$ cat config.mk
export PLATFORM = sky130hd
export DESIGN_NAME = tlb_op_ctrl_flat
export DESIGN_NICKNAME = d
export VERILOG_FILES = /design/src/rtl/tlb_pkg.sv /design/src/rtl/tlb_op_ctrl_if.sv /design/src/rtl/tlb_fill_counter.sv /design/src/rtl/tlb_op_ctrl.sv /design/src/flat_wrapper.sv
export SDC_FILE = /design/constraint.sdc
export NUM_CORES = 1
export LEC_CHECK = 0
export BUFFER_PORTS_ARGS = -buffer_cell sky130_fd_sc_hd__buf_4
export CORE_AREA = 2 2 215 217
export DETAILED_ROUTE_END_ITERATION = 8
export DIE_AREA = 0 0 217 219
export GPL_TIMING_DRIVEN = 0
export PLACE_DENSITY = 0.53
export SLEW_MARGIN = 15
export SYNTH_ARGS = -nofsm -noshare
export SYNTH_HDL_FRONTEND = slang
export SYNTH_SLANG_ARGS = --single-unit
$ cat constraint.sdc
create_clock -name clk -period 3.05 [get_ports clk]
set_clock_uncertainty 0.2 [all_clocks]
set_input_delay 0.1525 -clock clk [delete_from_list [all_inputs] [get_ports clk]]
set_output_delay 0.1525 -clock clk [all_outputs]
set_load 0.05 [all_outputs]
$ cat src/rtl/tlb_pkg.sv
// rtl/tlb_pkg.sv - shared types, widths and op encodings for the TLB maintenance controller
//   no ports; provides op_code constants, INV_IDLE, the packed TLB entry layout,
//   the FSM state type and the INVTLB op legality check.
package tlb_pkg;

    localparam int ENTRY_W  = 88;
    localparam int VPPN_W   = 19;
    localparam int ASID_W   = 10;
    localparam int VA_W     = 32;
    localparam int INV_OP_W = 5;
    localparam int CLR_W    = 3;

    localparam logic [2:0] OP_SRCH = 3'd0;
    localparam logic [2:0] OP_RD   = 3'd1;
    localparam logic [2:0] OP_WR   = 3'd2;
    localparam logic [2:0] OP_FILL = 3'd3;
    localparam logic [2:0] OP_INV  = 3'd4;

    // tlb_clear_mem value meaning "no invalidate in progress"
    localparam logic [CLR_W-1:0] INV_IDLE = 3'd7;

    localparam logic [INV_OP_W-1:0] INV_OP_MAX = 5'd6;

    // MSB to LSB: vpn2, asid, ps, g, then the even and odd page halves
    typedef struct packed {
        logic [18:0] vpn2;
        logic [9:0]  asid;
        logic [5:0]  ps;
        logic        g;
        logic [19:0] pfn0;
        logic [1:0]  mat0;
        logic [1:0]  plv0;
        logic        d0;
        logic        v0;
        logic [19:0] pfn1;
        logic [1:0]  mat1;
        logic [1:0]  plv1;
        logic        d1;
        logic        v1;
    } tlb_entry_t;

    typedef enum logic [1:0] {
        S_IDLE = 2'd0,
        S_EXEC = 2'd1,
        S_RESP = 2'd2
    } state_t;

    // The full 5-bit op is compared: op 13 has low bits 5 but is still illegal
    function automatic logic inv_op_legal(input logic [INV_OP_W-1:0] op);
        return op <= INV_OP_MAX;
    endfunction

endpackage

$ cat src/rtl/tlb_op_ctrl_if.sv
// rtl/tlb_op_ctrl_if.sv - commit-side request/response and TLB port bundle for tlb_op_ctrl
//   commit -> ctrl : op_valid, op_code, inv_op/asid/vaddr, csr_index/ne/entry/asid/vppn, refill_mode
//   ctrl -> commit : op_ready, done, res_index(_we), res_ne(_we), res_entry(_we), res_ine
//   ctrl -> TLB    : tlb_we, tlb_fill_mode, tlb_w_index, tlb_f_index, tlb_w_entry, tlb_w_e,
//                    tlb_r_index, tlb_check_mode, tlb_s_vpn2, tlb_s_asid, tlb_clear_*
//   TLB -> ctrl    : tlb_r_entry, tlb_rs_e, tlb_s_index
//   modport slave is the controller; modport master is the commit stage plus TLB.
interface tlb_op_ctrl_if #(
    parameter int TLBNUM = 32
);
    import tlb_pkg::*;

    localparam int IW = $clog2(TLBNUM);

    logic                 op_valid;
    logic                 op_ready;
    logic [2:0]           op_code;
    logic [INV_OP_W-1:0]  inv_op;
    logic [ASID_W-1:0]    inv_asid;
    logic [VA_W-1:0]      inv_vaddr;
    logic [IW-1:0]        csr_index;
    logic                 csr_ne;
    tlb_entry_t           csr_entry;
    logic [ASID_W-1:0]    csr_asid;
    logic [VPPN_W-1:0]    csr_vppn;
    logic                 refill_mode;

    logic                 tlb_we;
    logic                 tlb_fill_mode;
    logic [IW-1:0]        tlb_w_index;
    logic [IW-1:0]        tlb_f_index;
    tlb_entry_t           tlb_w_entry;
    logic                 tlb_w_e;
    logic [IW-1:0]        tlb_r_index;
    logic                 tlb_check_mode;
    logic [VPPN_W-1:0]    tlb_s_vpn2;
    logic [ASID_W-1:0]    tlb_s_asid;
    logic [CLR_W-1:0]     tlb_clear_mem;
    logic [VA_W-1:0]      tlb_clear_vaddr;
    logic [ASID_W-1:0]    tlb_clear_asid;
    tlb_entry_t           tlb_r_entry;
    logic                 tlb_rs_e;
    logic [IW-1:0]        tlb_s_index;

    logic                 done;
    logic                 res_index_we;
    logic [IW-1:0]        res_index;
    logic                 res_ne_we;
    logic                 res_ne;
    logic                 res_entry_we;
    tlb_entry_t           res_entry;
    logic                 res_ine;

    modport slave (
        input  op_valid, op_code, inv_op, inv_asid, inv_vaddr,
               csr_index, csr_ne, csr_entry, csr_asid, csr_vppn, refill_mode,
               tlb_r_entry, tlb_rs_e, tlb_s_index,
        output op_ready,
               tlb_we, tlb_fill_mode, tlb_w_index, tlb_f_index, tlb_w_entry, tlb_w_e,
               tlb_r_index, tlb_check_mode, tlb_s_vpn2, tlb_s_asid,
               tlb_clear_mem, tlb_clear_vaddr, tlb_clear_asid,
               done, res_index_we, res_index, res_ne_we, res_ne,
               res_entry_we, res_entry, res_ine
    );

    modport master (
        output op_valid, op_code, inv_op, inv_asid, inv_vaddr,
               csr_index, csr_ne, csr_entry, csr_asid, csr_vppn, refill_mode,
               tlb_r_entry, tlb_rs_e, tlb_s_index,
        input  op_ready,
               tlb_we, tlb_fill_mode, tlb_w_index, tlb_f_index, tlb_w_entry, tlb_w_e,
               tlb_r_index, tlb_check_mode, tlb_s_vpn2, tlb_s_asid,
               tlb_clear_mem, tlb_clear_vaddr, tlb_clear_asid,
               done, res_index_we, res_index, res_ne_we, res_ne,
               res_entry_we, res_entry, res_ine
    );

endinterface

$ cat src/rtl/tlb_fill_counter.sv
// rtl/tlb_fill_counter.sv - free-running pseudo-random TLBFILL index counter
//   clk, rstn (async active-low) in; fill_cnt out, IW bits, +1 every cycle.
module tlb_fill_counter #(
    parameter int TLBNUM = 32
) (
    input  logic                      clk,
    input  logic                      rstn,
    output logic [$clog2(TLBNUM)-1:0] fill_cnt
);
    localparam int IW = $clog2(TLBNUM);
    localparam logic [IW-1:0] ONE = IW'(1);

    // TLBNUM is a power of two, so natural overflow gives the TLBNUM-1 -> 0 wrap
    always_ff @(posedge clk or negedge rstn) begin
        if (!rstn) begin
            fill_cnt <= '0;
        end else begin
            fill_cnt <= fill_cnt + ONE;
        end
    end

endmodule

$ cat src/rtl/tlb_op_ctrl.sv
// rtl/tlb_op_ctrl.sv - issue-side controller for TLBSRCH/TLBRD/TLBWR/TLBFILL/INVTLB
//   clk, rstn (async active-low) plain ports; everything else through bus (slave modport).
//   Accepts one op in IDLE, drives the TLB for one EXEC cycle, pulses done in RESP.
module tlb_op_ctrl
    import tlb_pkg::*;
#(
    parameter int TLBNUM = 32
) (
    input  logic         clk,
    input  logic         rstn,
    tlb_op_ctrl_if.slave bus
);
    localparam int IW = $clog2(TLBNUM);

    state_t              state;

    // operand registers, loaded at accept
    logic [2:0]          op_q;
    logic [INV_OP_W-1:0] inv_op_q;
    logic [ASID_W-1:0]   inv_asid_q;
    logic [VA_W-1:0]     inv_vaddr_q;
    logic [IW-1:0]       index_q;
    logic                ne_q;
    tlb_entry_t          entry_q;
    logic [ASID_W-1:0]   asid_q;
    logic [VPPN_W-1:0]   vppn_q;
    logic                refill_q;
    logic [IW-1:0]       fill_q;

    // registered TLB strobes and result registers
    logic                tlb_we_q;
    logic                check_q;
    logic [CLR_W-1:0]    clear_q;
    logic                done_q;
    logic                idx_we_q;
    logic [IW-1:0]       res_index_q;
    logic                ne_we_q;
    logic                res_ne_q;
    logic                entry_we_q;
    tlb_entry_t          res_entry_q;
    logic                ine_q;

    logic [IW-1:0]       fill_cnt;

    tlb_fill_counter #(
        .TLBNUM (TLBNUM)
    ) u_fill_counter (
        .clk      (clk),
        .rstn     (rstn),
        .fill_cnt (fill_cnt)
    );

    // Strobes are set on the accept edge so they are high for exactly the EXEC
    // cycle; the async reset clears tlb_we_q, so a reset mid-EXEC aborts the write.
    always_ff @(posedge clk or negedge rstn) begin
        if (!rstn) begin
            state       <= S_IDLE;
            op_q        <= '0;
            inv_op_q    <= '0;
            inv_asid_q  <= '0;
            inv_vaddr_q <= '0;
            index_q     <= '0;
            ne_q        <= 1'b0;
            entry_q     <= '0;
            asid_q      <= '0;
            vppn_q      <= '0;
            refill_q    <= 1'b0;
            fill_q      <= '0;
            tlb_we_q    <= 1'b0;
            check_q     <= 1'b0;
            clear_q     <= INV_IDLE;
            done_q      <= 1'b0;
            idx_we_q    <= 1'b0;
            res_index_q <= '0;
            ne_we_q     <= 1'b0;
            res_ne_q    <= 1'b0;
            entry_we_q  <= 1'b0;
            res_entry_q <= '0;
            ine_q       <= 1'b0;
        end else begin
            case (state)
                S_IDLE: begin
                    if (bus.op_valid) begin
                        op_q        <= bus.op_code;
                        inv_op_q    <= bus.inv_op;
                        inv_asid_q  <= bus.inv_asid;
                        inv_vaddr_q <= bus.inv_vaddr;
                        index_q     <= bus.csr_index;
                        ne_q        <= bus.csr_ne;
                        entry_q     <= bus.csr_entry;
                        asid_q      <= bus.csr_asid;
                        vppn_q      <= bus.csr_vppn;
                        refill_q    <= bus.refill_mode;
                        fill_q      <= fill_cnt;
                        tlb_we_q    <= (bus.op_code == OP_WR) || (bus.op_code == OP_FILL);
                        check_q     <= (bus.op_code == OP_SRCH);
                        clear_q     <= ((bus.op_code == OP_INV) && inv_op_legal(bus.inv_op))
                                       ? bus.inv_op[CLR_W-1:0] : INV_IDLE;
                        state       <= S_EXEC;
                    end
                end
                S_EXEC: begin
                    tlb_we_q <= 1'b0;
                    check_q  <= 1'b0;
                    clear_q  <= INV_IDLE;
                    done_q   <= 1'b1;
                    case (op_q)
                        OP_SRCH: begin
                            ne_we_q  <= 1'b1;
                            res_ne_q <= ~bus.tlb_rs_e;
                            if (bus.tlb_rs_e) begin
                                idx_we_q    <= 1'b1;
                                res_index_q <= bus.tlb_s_index;
                            end
                        end
                        OP_RD: begin
                            // An invalid entry reads back as all-zero fields
                            entry_we_q  <= 1'b1;
                            res_entry_q <= bus.tlb_rs_e ? bus.tlb_r_entry : '0;
                            ne_we_q     <= 1'b1;
                            res_ne_q    <= ~bus.tlb_rs_e;
                        end
                        OP_INV: begin
                            ine_q <= ~inv_op_legal(inv_op_q);
                        end
                        default: ;
                    endcase
                    state <= S_RESP;
                end
                S_RESP: begin
                    done_q     <= 1'b0;
                    idx_we_q   <= 1'b0;
                    ne_we_q    <= 1'b0;
                    entry_we_q <= 1'b0;
                    ine_q      <= 1'b0;
                    state      <= S_IDLE;
                end
                default: begin
                    state <= S_IDLE;
                end
            endcase
        end
    end

    assign bus.op_ready        = (state == S_IDLE);

    assign bus.tlb_we          = tlb_we_q;
    assign bus.tlb_fill_mode   = (op_q == OP_FILL);
    assign bus.tlb_w_index     = index_q;
    assign bus.tlb_f_index     = fill_q;
    assign bus.tlb_w_entry     = entry_q;
    // refill handler writes a valid entry even when TLBIDX.NE is set
    assign bus.tlb_w_e         = refill_q | ~ne_q;
    assign bus.tlb_r_index     = index_q;
    assign bus.tlb_check_mode  = check_q;
    assign bus.tlb_s_vpn2      = vppn_q;
    assign bus.tlb_s_asid      = asid_q;
    assign bus.tlb_clear_mem   = clear_q;
    assign bus.tlb_clear_vaddr = inv_vaddr_q;
    assign bus.tlb_clear_asid  = inv_asid_q;

    assign bus.done            = done_q;
    assign bus.res_index_we    = idx_we_q;
    assign bus.res_index       = res_index_q;
    assign bus.res_ne_we       = ne_we_q;
    assign bus.res_ne          = res_ne_q;
    assign bus.res_entry_we    = entry_we_q;
    assign bus.res_entry       = res_entry_q;
    assign bus.res_ine         = ine_q;

endmodule
$ cat src/flat_wrapper.sv
// flat-port wrapper written by rule: the top's interface ports become plain ports
module tlb_op_ctrl_flat import tlb_pkg::*;
#(
    parameter int TLBNUM = 32
)
  (clk, rstn, bus_op_valid, bus_op_code, bus_inv_op, bus_inv_asid, bus_inv_vaddr, bus_csr_index, bus_csr_ne, bus_csr_entry, bus_csr_asid, bus_csr_vppn, bus_refill_mode, bus_tlb_r_entry, bus_tlb_rs_e, bus_tlb_s_index, bus_op_ready, bus_tlb_we, bus_tlb_fill_mode, bus_tlb_w_index, bus_tlb_f_index, bus_tlb_w_entry, bus_tlb_w_e, bus_tlb_r_index, bus_tlb_check_mode, bus_tlb_s_vpn2, bus_tlb_s_asid, bus_tlb_clear_mem, bus_tlb_clear_vaddr, bus_tlb_clear_asid, bus_done, bus_res_index_we, bus_res_index, bus_res_ne_we, bus_res_ne, bus_res_entry_we, bus_res_entry, bus_res_ine);
  tlb_op_ctrl_if #(.TLBNUM(TLBNUM)) bus_i ();
  input  logic clk;
  input  logic rstn;
  input wire logic [$bits(bus_i.op_valid)-1:0] bus_op_valid;
  input wire logic [$bits(bus_i.op_code)-1:0] bus_op_code;
  input wire logic [$bits(bus_i.inv_op)-1:0] bus_inv_op;
  input wire logic [$bits(bus_i.inv_asid)-1:0] bus_inv_asid;
  input wire logic [$bits(bus_i.inv_vaddr)-1:0] bus_inv_vaddr;
  input wire logic [$bits(bus_i.csr_index)-1:0] bus_csr_index;
  input wire logic [$bits(bus_i.csr_ne)-1:0] bus_csr_ne;
  input wire logic [$bits(bus_i.csr_entry)-1:0] bus_csr_entry;
  input wire logic [$bits(bus_i.csr_asid)-1:0] bus_csr_asid;
  input wire logic [$bits(bus_i.csr_vppn)-1:0] bus_csr_vppn;
  input wire logic [$bits(bus_i.refill_mode)-1:0] bus_refill_mode;
  input wire logic [$bits(bus_i.tlb_r_entry)-1:0] bus_tlb_r_entry;
  input wire logic [$bits(bus_i.tlb_rs_e)-1:0] bus_tlb_rs_e;
  input wire logic [$bits(bus_i.tlb_s_index)-1:0] bus_tlb_s_index;
  output wire logic [$bits(bus_i.op_ready)-1:0] bus_op_ready;
  output wire logic [$bits(bus_i.tlb_we)-1:0] bus_tlb_we;
  output wire logic [$bits(bus_i.tlb_fill_mode)-1:0] bus_tlb_fill_mode;
  output wire logic [$bits(bus_i.tlb_w_index)-1:0] bus_tlb_w_index;
  output wire logic [$bits(bus_i.tlb_f_index)-1:0] bus_tlb_f_index;
  output wire logic [$bits(bus_i.tlb_w_entry)-1:0] bus_tlb_w_entry;
  output wire logic [$bits(bus_i.tlb_w_e)-1:0] bus_tlb_w_e;
  output wire logic [$bits(bus_i.tlb_r_index)-1:0] bus_tlb_r_index;
  output wire logic [$bits(bus_i.tlb_check_mode)-1:0] bus_tlb_check_mode;
  output wire logic [$bits(bus_i.tlb_s_vpn2)-1:0] bus_tlb_s_vpn2;
  output wire logic [$bits(bus_i.tlb_s_asid)-1:0] bus_tlb_s_asid;
  output wire logic [$bits(bus_i.tlb_clear_mem)-1:0] bus_tlb_clear_mem;
  output wire logic [$bits(bus_i.tlb_clear_vaddr)-1:0] bus_tlb_clear_vaddr;
  output wire logic [$bits(bus_i.tlb_clear_asid)-1:0] bus_tlb_clear_asid;
  output wire logic [$bits(bus_i.done)-1:0] bus_done;
  output wire logic [$bits(bus_i.res_index_we)-1:0] bus_res_index_we;
  output wire logic [$bits(bus_i.res_index)-1:0] bus_res_index;
  output wire logic [$bits(bus_i.res_ne_we)-1:0] bus_res_ne_we;
  output wire logic [$bits(bus_i.res_ne)-1:0] bus_res_ne;
  output wire logic [$bits(bus_i.res_entry_we)-1:0] bus_res_entry_we;
  output wire logic [$bits(bus_i.res_entry)-1:0] bus_res_entry;
  output wire logic [$bits(bus_i.res_ine)-1:0] bus_res_ine;
  assign bus_i.op_valid = bus_op_valid;
  assign bus_i.op_code = bus_op_code;
  assign bus_i.inv_op = bus_inv_op;
  assign bus_i.inv_asid = bus_inv_asid;
  assign bus_i.inv_vaddr = bus_inv_vaddr;
  assign bus_i.csr_index = bus_csr_index;
  assign bus_i.csr_ne = bus_csr_ne;
  assign bus_i.csr_entry = bus_csr_entry;
  assign bus_i.csr_asid = bus_csr_asid;
  assign bus_i.csr_vppn = bus_csr_vppn;
  assign bus_i.refill_mode = bus_refill_mode;
  assign bus_i.tlb_r_entry = bus_tlb_r_entry;
  assign bus_i.tlb_rs_e = bus_tlb_rs_e;
  assign bus_i.tlb_s_index = bus_tlb_s_index;
  assign bus_op_ready = bus_i.op_ready;
  assign bus_tlb_we = bus_i.tlb_we;
  assign bus_tlb_fill_mode = bus_i.tlb_fill_mode;
  assign bus_tlb_w_index = bus_i.tlb_w_index;
  assign bus_tlb_f_index = bus_i.tlb_f_index;
  assign bus_tlb_w_entry = bus_i.tlb_w_entry;
  assign bus_tlb_w_e = bus_i.tlb_w_e;
  assign bus_tlb_r_index = bus_i.tlb_r_index;
  assign bus_tlb_check_mode = bus_i.tlb_check_mode;
  assign bus_tlb_s_vpn2 = bus_i.tlb_s_vpn2;
  assign bus_tlb_s_asid = bus_i.tlb_s_asid;
  assign bus_tlb_clear_mem = bus_i.tlb_clear_mem;
  assign bus_tlb_clear_vaddr = bus_i.tlb_clear_vaddr;
  assign bus_tlb_clear_asid = bus_i.tlb_clear_asid;
  assign bus_done = bus_i.done;
  assign bus_res_index_we = bus_i.res_index_we;
  assign bus_res_index = bus_i.res_index;
  assign bus_res_ne_we = bus_i.res_ne_we;
  assign bus_res_ne = bus_i.res_ne;
  assign bus_res_entry_we = bus_i.res_entry_we;
  assign bus_res_entry = bus_i.res_entry;
  assign bus_res_ine = bus_i.res_ine;
  tlb_op_ctrl #(.TLBNUM(TLBNUM)) u_core (.clk(clk), .rstn(rstn), .bus(bus_i));
endmodule
Word level (Yosys, flattened, before mapping)
Cells that the tools add are included.
Widths: inputs -> output; s select.

word-level totals
  bits of input ports = 271
  register bits = 290
  output and inout port bits = 281
  word-level logic and storage cells = 108

cells by class
  equality and inequality tests = 14
  order comparisons = 2
  add/sub/neg operators = 1
  reductions and logical operators = 17
  muxes and demuxes = 20
  bitwise gates (word level) = 4

operators with widths
  kind                 count
  $mux 88              1
  $pmux 1 s2           7
  $reduce_and 2->1     7
  $le 5x3->1 const B   2
  $ne 2x2->1 const B   5
  $eq 3x2->1 const B   3
  $mux 1               7
  $eq 3x3->1 const B   2
  $logic_not 3->1      2
  $mux 3               2
  $pmux 3 s2           1
  $reduce_and 3->1     2
  $add 5x1->5 const B  1
  $pmux 2 s2           1
  $reduce_bool 2->1    2
  $eq 3x1->1 const B   1
  $not 1->1            3
  $eq 2x1->1 const B   1
  $eq 2x2->1 const B   1
  $logic_not 2->1      1
  $mux 2               1
  $ne 2x1->1 const B   1
  $reduce_or 2->1      1
  $logic_and 1x1->1    1
  other kinds (2)      2

Logic depth before layout (Yosys ltp)
  word-level depth = 5
  depth in mapped cells = 8

By module
A second synthesis with hierarchy kept.

second synthesis, totals
  cell total of the unflattened synthesis = 850
  area total of the unflattened synthesis = 11090.6 sq um

modules (own cells, without submodules)
  module            area each (sq um)  sequential area each (sq um)  cells each  times used
  tlb_op_ctrl       10913.0            7135.6                        838         1
  tlb_fill_counter  177.7              125.1                         12          1

Worst setup path before layout
OpenSTA, ideal clock, no wires.

  kind = reg2reg
  start = reg u_core.state[0]
  end = reg u_core.fill_q[1], in the netlist u_core.bus.tlb_f_index[1]
  buffers on the path = 2
  required time = 2.725 ns
  arrival = 1.928 ns
  period minus slack after synthesis = 2.253 ns
  path slack = 0.797 ns
  cell stages (with the launch flop) = 7
  cells stage by stage = dfrtp_1 -> inv_1 -> ha_1 -> nand2_1 -> clkbuf_1 -> clkbuf_1 -> mux2_2

on the way
  longest elaborated chain between the ends = 2

RTL lines
  item                        RTL line            source
  start, declared             tlb_op_ctrl.sv:15   state_t state;
  start signal, assigned      tlb_op_ctrl.sv:57   state <= S_IDLE;
  start signal, assigned      tlb_op_ctrl.sv:99   state <= S_EXEC;
  start signal, assigned      tlb_op_ctrl.sv:128  state <= S_RESP;
  $logic_not 2->1             --
  net bus_op_ready            flat_wrapper.sv:24  output wire logic [$bits(bus_i.op_ready)-1:0] bus_op_ready;
  $reduce_and 2->1 (no line)  --
  end signal, assigned        tlb_op_ctrl.sv:94   fill_q <= fill_cnt;
  end, declared               tlb_op_ctrl.sv:28   logic [IW-1:0] fill_q;

The timed path passes the listed nets, and every way through them passes these cells.
A chain may end at the register's enable or synchronous reset.

Worst setup path after layout
  start = reg u_core.state[0]
  end = reg u_core.check_q, in the netlist u_core.bus.tlb_check_mode

on the way
  longest elaborated chain between the ends = 3
  elaborated cells between the ends (all ways) = 6
  those cells by class = eq/ne (2); mux (1); reduce/logical (3)

RTL lines
  item                                                              RTL line           source
  $eq 2x1->1 / $logic_not 2->1 (equally long branches)              tlb_op_ctrl.sv:81  case (state)
  $reduce_bool 2->1 (no line) / $ne 2x2->1 (equally long branches)  --
  $reduce_and 2->1 (no line)                                        --
  end signal, assigned                                              tlb_op_ctrl.sv:96  check_q <= (bus.op_code == OP_SRCH);
  end, declared                                                     tlb_op_ctrl.sv:32  logic check_q;

Parallel ways exist; a longest one is shown, timed or not.

==> flow_summary.ini <==
[die]
die_outline_width_um = 217
floorplan.die.height_um = 219
floorplan.initialDensity_pct = 24.61
core_area_mm2 = 0.04509
rows = 78
top_level_ports = 552
fp.dieArea_mm2 = 0.04752

[timing]
final-setup-viol-count = 0
timing.final.crit_share_pct = 88.55
report.final.hold_viol_count = 0
rsz_0062_raised_after_global_routing = false
timing.final.max_slew_violations = 0
slew_headroom_pct = 47.82
maxClockFrequency_ghz = 0.3703
hold_ws_ns = 0.1932
timing_worst_slew_pin_value_ns = 0.7827
finalWorstPathRequiredPeriod_ns = 2.701

[cts]
tritoncts_clock_tree = yes
cts_htree_levels = 2
cts_repair_resize_count = 0
clockBufferDepth = 3
clk-insertion-delay-late_ns = 0.53
worst_setup_hold_path_clk_slew_ns = 0.06
cts.sink_count = 290
numCtsBuffers = 37
root_buffer = sky130_fd_sc_hd__clkbuf_16

[pwr]
power.ir.vdd_worst_uv = 755.2
fin_total_pwr_mw = 24.77
power.static_leakage_nw = 9.570
power.density_cell_area_mw_per_mm2 = 1235

[route]
detailedRoute.firstIterationViolations = 474
avgViaCountPerCell = 4.233
ant_nets = 0
wl_per_cell_um = 17.15
post-route-drc-count = 0
route.vias.total = 9938
dr.pass1.iters = 4
routed_wl_mm = 40.27

[global_route]
pin_count_of_the_biggest_net_entering_global_routing = 97
grt_antenna_before_repair = 2
gr-total-overflow = 0
grt_first_pass_wirelength_mm = 61.12
first_global_vias = 10800
grtUsageTotal_pct = 16.47

[critical_path]
timing.critical_path.to_type = register
reg2reg_slack_ns = 0.35
launching_element_type_of_the_critical_path = register
worstRegToRegCells = 7
reg2reg_to = u_core.bus.tlb_check_mode$_DFFE_PN0P_
critPathRequiredTime_ns = 3.32
r2r-start = u_core.state[0]$_DFFE_PN0P_
startpoint = u_core.state[0]$_DFFE_PN0P_
cp_capture_point = u_core.bus.tlb_check_mode$_DFFE_PN0P_
crit_path_max_fanout = 10
arrival_ns = 2.97
setup.worst_path.class = register to register

[worst_hold_path]
min_delay_path_depth = 3
hp-class = primary input to register

[yosys]
synth.area.top_cells = sky130_fd_sc_hd__dfrtp_1, sky130_fd_sc_hd__mux2_2, sky130_fd_sc_hd__nand2_1
synth_top_flop_cell = sky130_fd_sc_hd__dfrtp_1
number_of_synthesized_register_bits = 290
synth_top_area_cell = sky130_fd_sc_hd__dfrtp_1
netlist_instances = 855
synth-edff-count = 0
syn_area_per_cell_um2 = 12.98
yosysSeqAreaShare_pct = 65.42
async_reset_ff_share_pct = 100.0
syn-num-nets = 1130
netlist-cell-type-count = 36
post-synth-top-count-cell = sky130_fd_sc_hd__dfrtp_1
ys_warn_count = 0
synth.top_cells.by_count = sky130_fd_sc_hd__dfrtp_1, sky130_fd_sc_hd__nand2_1, sky130_fd_sc_hd__mux2_2
synthesis.area_mm2 = 0.01110
netlist.area_leader.share_pct = 64.71

[place]
globalplace.congestion = 0.8194
postPlaceCellArea_mm2 = 0.01607
hpwl_mm = 28.63
port_buffers = 550

[final_layout]
insertedDiodeCount = 0
layout.nets = 1995
sequential_cell_area_mm2 = 0.007261
post_route_cells_drive_above_1_share_pct = 47.25
layout.filler_cells = 4196
area_delta_synth_final_pct = 80.76
final_cell_area_mm2 = 0.02006
multi_input_area_mm2 = 0.003545

[flow_run]
maxCapViolations = 0

[status]
run_status = complete, no violations
==> final cells by class <==
class,count,share of cell area (%)
timing repair buffer,826,34.70
clock inverter,8,0.3929
multi-input combinational,501,17.67
tap,600,3.742
clock buffer,59,5.838
sequential,290,36.19
buffer,56,1.310
inverter,8,0.1497
==> stage by stage <==
stage                     instances  util (%)  worst slack (ns)  TNS [ns]
after floorplan                 855         -            0.7968         0
after global placement         2005     35.44            -1.118   -310.03
after detailed placement       2008     35.64            0.2956         0
after CTS                      2348     44.49            0.2830         0
after global routing           2348     44.49            0.1342         0
final                          2348     44.49            0.3493         0
==> per-layer routing <==
metal,vias up,routed length [um],global-route usage (%)
met5,-,33,0
met4,4,1334,6.598
met3,85,2679,4.172
met2,352,20570,28.88
met1,4875,15650,19.23
li1,4622,-,-
==> worst max-delay path: stages (launching register included) <==
cell and delay [ns]:
sky130_fd_sc_hd__dfrtp_1 0.40, sky130_fd_sc_hd__inv_1 0.09, sky130_fd_sc_hd__ha_1 0.26, sky130_fd_sc_hd__nand2_1 0.16, sky130_fd_sc_hd__clkbuf_1 0.34, sky130_fd_sc_hd__or3_1 0.40
sky130_fd_sc_hd__o31ai_1 0.20, sky130_fd_sc_hd__dlygate4sd3_1 0.58
==> sequential cells by signal, summed over array words and instances (netlist names), 10 cells and up <==
register	cells
u_core.bus.res_entry	88
u_core.bus.tlb_w_entry	88
u_core.bus.tlb_clear_vaddr	32
u_core.bus.tlb_s_vpn2	19
u_core.bus.tlb_clear_asid	10
u_core.bus.tlb_s_asid	10
==> how the worst min path moves through the flow <==
stage | start | to | slack (ns)
after floorplan | rstn | u_core.bus.done$_DFFE_PN0P_ | -0.34
after global placement | bus_op_valid | u_core.state[0]$_DFFE_PN0P_ | 0.17
after detailed placement | rstn | u_core.bus.tlb_clear_vaddr[11]$_DFFE_PN0P_ | -0.17
after CTS | bus_csr_entry[22] | u_core.bus.tlb_w_entry[22]$_DFFE_PN0P_ | 0.15
after global routing | bus_csr_asid[5] | u_core.bus.tlb_s_asid[5]$_DFFE_PN0P_ | 0.17
final | bus_inv_vaddr[23] | u_core.bus.tlb_clear_vaddr[23]$_DFFE_PN0P_ | 0.19
==> where the power goes <==
part	total (mW)	internal [mW]	switching, mW
Combinational	13.5	4.40	9.12
Clock	4.41	2.72	1.70
Sequential	6.83	5.72	1.11
==> placed cells by master (no fill, tap or decap), drive strengths merged, types with 2 or more instances in the layout <==
cell | synthesis | routed
a21oi | 2 | 2
buf | 29 | 583
clkbuf | 27 | 86
clkinv | 0 | 5
dfrtp | 287 | 287
dfstp | 3 | 3
dlygate4sd3 | 0 | 272
ha | 4 | 4
inv | 8 | 9
mux2 | 182 | 182
mux2i | 2 | 2
nand2 | 185 | 185
nand3 | 2 | 2
nor2 | 4 | 4
nor2b | 2 | 2
o21ai | 95 | 95
o22a | 3 | 3
o22ai | 2 | 2
or3b | 2 | 2
xnor2 | 2 | 2
==> cells by family after synthesis <==
group	synth area share [%]
XOR/XNOR	0.2368
multiplexers	18.82
adder cells (fa/ha/maj)	0.4510
AO/OA/AOI/OAI	5.164
buffers and inverters	2.638
flip-flops	65.42
AND/OR/NAND/NOR	7.272
==> repair_timing <==
| action | 4_1_cts | 5_1_grt |
|---|---|---|
| endpoints found under the hold margin | 378 | 0 |
| hold buffers | 273 | 0 |
| setup buffers | 0 | 0 |
No activity file was read; power rests on OpenSTA's default activity.
